File: src/rtl/serial_word_tx.sv
// ============================================================================
//  Module   : serial_word_tx
//  Function : Parallel-to-serial word transmitter, MSB first, one bit per clock,
//             with a one-entry holding register for gapless streaming.
//             Define SERIAL_WORD_TX_PARITY_EN to append an even-parity bit.
//  Revision : 1.0  initial release
// ============================================================================
`default_nettype none

module serial_word_tx #(
   parameter int WIDTH = 8
) (
   input  logic             clk,
   input  logic             rst,
   input  logic [WIDTH-1:0] din,
   input  logic             din_valid,
   output logic             din_ready,
   output logic             j,
   output logic             j_valid,
   output logic             word_done,
   output logic             busy
);

   localparam int CNT_W = $clog2(WIDTH);
   localparam logic [CNT_W-1:0] CNT_LAST = CNT_W'(WIDTH - 1);

`ifdef SERIAL_WORD_TX_PARITY_EN
   typedef enum logic [1:0] {ST_IDLE = 2'd0, ST_SHIFT = 2'd1, ST_PAR = 2'd2} state_t;
`else
   typedef enum logic [1:0] {ST_IDLE = 2'd0, ST_SHIFT = 2'd1} state_t;
`endif

   state_t           state_q, state_d;
   logic [WIDTH-1:0] sr_q, sr_d;
   logic [CNT_W-1:0] cnt_q, cnt_d;
   logic [WIDTH-1:0] hold_q, hold_d;
   logic             hold_full_q, hold_full_d;
`ifdef SERIAL_WORD_TX_PARITY_EN
   logic             par_q, par_d;
`endif

   logic accept;
   logic last_bit;
   logic free;

   assign din_ready = rst & ~hold_full_q;
   assign accept    = din_valid & din_ready;
   assign last_bit  = (state_q == ST_SHIFT) && (cnt_q == CNT_LAST);

`ifdef SERIAL_WORD_TX_PARITY_EN
   assign free = (state_q == ST_IDLE) || (state_q == ST_PAR);
`else
   assign free = (state_q == ST_IDLE) || last_bit;
`endif

   always_comb begin
      state_d     = state_q;
      sr_d        = sr_q;
      cnt_d       = cnt_q;
      hold_d      = hold_q;
      hold_full_d = hold_full_q;
`ifdef SERIAL_WORD_TX_PARITY_EN
      par_d       = par_q;
`endif

      if (state_q == ST_SHIFT) begin
         sr_d  = {sr_q[WIDTH-2:0], 1'b0};
         cnt_d = cnt_q + 1'b1;
`ifdef SERIAL_WORD_TX_PARITY_EN
         par_d = par_q ^ sr_q[WIDTH-1];
         if (last_bit) begin
            state_d = ST_PAR;
         end
`endif
      end

      // The held word always wins the shifter; a fresh word then refills hold.
      if (free) begin
         if (hold_full_q) begin
            state_d     = ST_SHIFT;
            sr_d        = hold_q;
            cnt_d       = '0;
            hold_full_d = accept;
            if (accept) begin
               hold_d = din;
            end
`ifdef SERIAL_WORD_TX_PARITY_EN
            par_d = 1'b0;
`endif
         end else if (accept) begin
            state_d = ST_SHIFT;
            sr_d    = din;
            cnt_d   = '0;
`ifdef SERIAL_WORD_TX_PARITY_EN
            par_d   = 1'b0;
`endif
         end else begin
            state_d = ST_IDLE;
         end
      end else if (accept) begin
         hold_d      = din;
         hold_full_d = 1'b1;
      end
   end

   always_ff @(posedge clk) begin
      if (!rst) begin
         state_q     <= ST_IDLE;
         sr_q        <= '0;
         cnt_q       <= '0;
         hold_q      <= '0;
         hold_full_q <= 1'b0;
`ifdef SERIAL_WORD_TX_PARITY_EN
         par_q       <= 1'b0;
`endif
      end else begin
         state_q     <= state_d;
         sr_q        <= sr_d;
         cnt_q       <= cnt_d;
         hold_q      <= hold_d;
         hold_full_q <= hold_full_d;
`ifdef SERIAL_WORD_TX_PARITY_EN
         par_q       <= par_d;
`endif
      end
   end

   always_comb begin
      j         = 1'b0;
      j_valid   = 1'b0;
      word_done = 1'b0;
      case (state_q)
         ST_SHIFT: begin
            j       = sr_q[WIDTH-1];
            j_valid = 1'b1;
`ifndef SERIAL_WORD_TX_PARITY_EN
            word_done = last_bit;
`endif
         end
`ifdef SERIAL_WORD_TX_PARITY_EN
         ST_PAR: begin
            j         = par_q;
            j_valid   = 1'b1;
            word_done = 1'b1;
         end
`endif
         default: begin
            j         = 1'b0;
            j_valid   = 1'b0;
            word_done = 1'b0;
         end
      endcase
   end

   assign busy = (state_q != ST_IDLE) || hold_full_q;

endmodule

`default_nettype wire

File: config.mk
export PLATFORM = sky130hd
export DESIGN_NAME = serial_word_tx
export DESIGN_NICKNAME = d
export VERILOG_FILES = /design/src/rtl/serial_word_tx.sv
export SDC_FILE = /design/constraint.sdc
export NUM_CORES = 1
export LEC_CHECK = 0
export ABC_CLOCK_PERIOD_IN_PS = 4150
export CORE_ASPECT_RATIO = 0.9
export CORE_MARGIN = 5
export CORE_UTILIZATION = 35
export DETAILED_ROUTE_END_ITERATION = 8
export HOLD_SLACK_MARGIN = 0.06
export SLEW_MARGIN = 20
export SYNTH_ARGS = -nofsm -noshare
export SYNTH_HDL_FRONTEND = slang
export SYNTH_SLANG_ARGS = --single-unit
export TNS_END_PERCENT = 5
File: constraint.sdc
create_clock -name clk -period 4.15 [get_ports clk]
set_input_delay 0.83 -clock clk [delete_from_list [all_inputs] [get_ports clk]]
set_output_delay 0.83 -clock clk [all_outputs]
set_load 0.1 [all_outputs]
==> flow_metrics.tcl <==
set metrics [dict create \
    status "finished clean" \
    gp_congestion 0.753 \
    drv_cap 0 \
    numCtsBuffers 3 \
    arrival_ns 1.99 \
    start_util_pct 36.0 \
    fin_crit_sh_pct 68.0 \
    reg2regPathDepth 5 \
    fmax_mhz 354 \
    cts_tree "yes" \
    fillers 298 \
    row_count 19 \
    synth_area_um2 1090 \
    port_buffers 15 \
    reg2reg_to "sr_q[7]$_SDFF_PN0_" \
    ys_ff_latch 21 \
    viasPerCell 4.87 \
    cts-root-buf "clkbuf_4" \
    hold_buffers 0 \
    peakVddDrop_uv 101 \
    core_um2 3020 \
    hp-start "hold_q[4]$_SDFFE_PN0P_" \
    antenna_found_initial 0 \
    synth_cells 114 \
    avgRoutedWirePerCell_um 12.2 \
    drtIter0Drc 37 \
    die_w_um 68.8 \
    grt_pass1_wl_um 3370 \
    cts.clk_slew.worst_paths_ns 0.11 \
    synth_fp_nets 127 \
    drive_gt1_share_pct 15.3 \
    clock_skew_ns 0.00315 \
    cts.sinks 21 \
    rsz0062_at_grt "false" \
    holdPathStages 2 \
    grt_overflow 0 \
    leakage_nw 0.451 \
    r2r_start "cnt_q[0]$_SDFF_PN0_" \
    power_density_nw_per_um2 329 \
    slew_violations 0 \
    dieArea_um2 4320 \
    grt_max_degree 25 \
    r2r_slack_ns 2.41 \
    worstHoldEndpoint "hold_q[4]$_SDFFE_PN0P_" \
    setup_violations 0 \
    cp_max_fo 24 \
    io_pins 16 \
    hold_violations 0 \
    grt_pass1_vias 738 \
    first_pass_iters 4 \
    synth_area_per_cell_um2 9.54 \
    end_kind "primary output" \
    cts_max_path_buffers 2 \
    hpwl_um 1480 \
    finalSetupTns_ns 0 \
    routed_wl_um 2030 \
    worstPathRequired_ns 3.32 \
    cts_setup_buffers 0 \
    slew_headroom_pct 35.6 \
    ys_warn_count 0 \
    min_period_ns 2.82 \
    crit_type "in -> out" \
    tightest_slew_ns 0.963 \
    fin_nets 138 \
    grtUsageTotal_pct 10.1 \
    syn_to_final_growth_pct 15.4 \
    num_vias 809 \
    h-tree-depth 1 \
    cts_resized 0 \
    drcViolationCount 0 \
    insertion_delay_ns 0.30 \
    ant_nets 0 \
    insertedDiodeCount 0 \
    power_mw 0.413 \
    ys_seq_area_share_pct 38.7 \
    die-height_um 62.9 \
    start_kind "input port" \
    hold_class "reg -> reg" \
    synth.distinct_cells 29 \
]
==> Yosys cell counts <==
library cell | number | area (um^2)
a211oi_2 | 7 | 87.6
a21oi_1 | 1 | 5.00
a311oi_1 | 1 | 8.76
and2_1 | 2 | 12.5
and3_1 | 1 | 6.26
and4b_1 | 1 | 10.0
buf_2 | 2 | 10.0
buf_6 | 3 | 33.8
clkbuf_1 | 6 | 22.5
dfxtp_1 | 21 | 420
ha_1 | 2 | 25.0
inv_1 | 1 | 3.75
mux2i_1 | 9 | 90.1
nand2_1 | 9 | 33.8
nand2b_1 | 3 | 18.8
nand3_1 | 1 | 5.00
nand3b_1 | 8 | 60.1
nor2_1 | 5 | 18.8
nor2b_1 | 1 | 6.26
nor2b_4 | 1 | 13.8
nor3_2 | 1 | 10.0
nor3b_1 | 7 | 52.6
o21ai_0 | 9 | 45.0
o21ai_1 | 1 | 5.00
o31a_1 | 1 | 8.76
o31ai_1 | 7 | 52.6
or2_1 | 1 | 6.26
or2_2 | 1 | 6.26
xnor2_1 | 1 | 8.76
==> layout make-up <==
class                           count  area (um^2)  area share, %
Sequential cell                    21          420           33.5
Inverter                            1         3.75          0.299
Tap cell                           42         52.6           4.19
Clock buffer                        4         26.3           2.09
Multi-Input combinational cell     81          597           47.6
Timing Repair Buffer               17          155           12.4
==> cells by family after synthesis <==
| group | after synthesis | share of synthesized area [%] |
|---|---|---|
| AOI/OAI and AO/OA | 27 | 19.6 |
| xor gates and xnor gates | 1 | 0.806 |
| adders and majority gates | 2 | 2.30 |
| buffers and inverters | 12 | 6.44 |
| DFF | 21 | 38.7 |
| muxes | 9 | 8.29 |
| and+or+nand+nor | 42 | 23.9 |
==> placed cells by master, fill, tap and decap left out, drive strengths merged <==
master	Yosys	final
a211oi	7	7
a21oi	1	1
a311oi	1	1
and2	2	2
and3	1	1
and4b	1	1
buf	5	6
clkbuf	6	4
clkdlybuf4s50	0	11
dfxtp	21	21
ha	2	2
inv	1	1
mux2i	9	9
nand2	9	9
nand2b	3	3
nand3	1	1
nand3b	8	8
nor2	5	5
nor2b	2	2
nor3	1	1
nor3b	7	7
o21ai	10	10
o31a	1	1
o31ai	7	7
or2	2	2
xnor2	1	1
==> power breakdown <==
group          leakage [nW]  total [mW]  switching (mW)  internal, mW
Sequential            0.172       0.222         0.00819         0.214
Combinational         0.264      0.0905          0.0540        0.0364
Clock                0.0150      0.0997          0.0622        0.0375
==> per-layer routing <==
metal  vias to the layer above  wire length (um)  global-route usage (%)
met5                         -                 0                       0
met4                         0                48                    5.11
met3                         5                56                    1.62
met2                        18               887                    13.7
met1                       358              1030                    15.0
li1                        428                 -                       -
==> registers in the layout (all words and copies together) (netlist names) <==
signal,flops
hold_q,8
sr_q,8
cnt_q,3
hold_full_q,1
state_q,1
==> metrics by stage <==
| step | setup slack [ns] | hold slack (ns) | instances | util (%) | area [um^2] |
|---|---|---|---|---|---|
| 3_3_place_gp | 1.34 | 0.447 | 162 | 40.7 | 1230 |
| 4_1_cts | 1.33 | 0.472 | 166 | 41.6 | 1250 |
| 5_1_grt | 1.25 | 0.499 | 166 | 41.6 | 1250 |
| 2_1_floorplan | 0.853 | 0.431 | 114 | - | 1090 |
| 3_5_place_dp | 1.33 | 0.456 | 162 | 40.7 | 1230 |
| 6_report | 1.33 | 0.470 | 166 | 41.6 | 1250 |
==> worst max-delay path, cell delays in order <==
cell,delay (ns)
clkdlybuf4s50_1,0.45
buf_4,0.24
nor2b_1,0.16
buf_4,0.30
==> worst max-delay path by stage <==
stage | slack (ns) | from | to
after detailed placement | 1.33 | rst | din_ready
after global placement | 1.34 | rst | din_ready
after floorplan | 0.85 | rst | din_ready
after global routing | 1.25 | rst | din_ready
after CTS | 1.33 | rst | din_ready
final | 1.33 | rst | din_ready
Power figures use the tool's default switching activity.
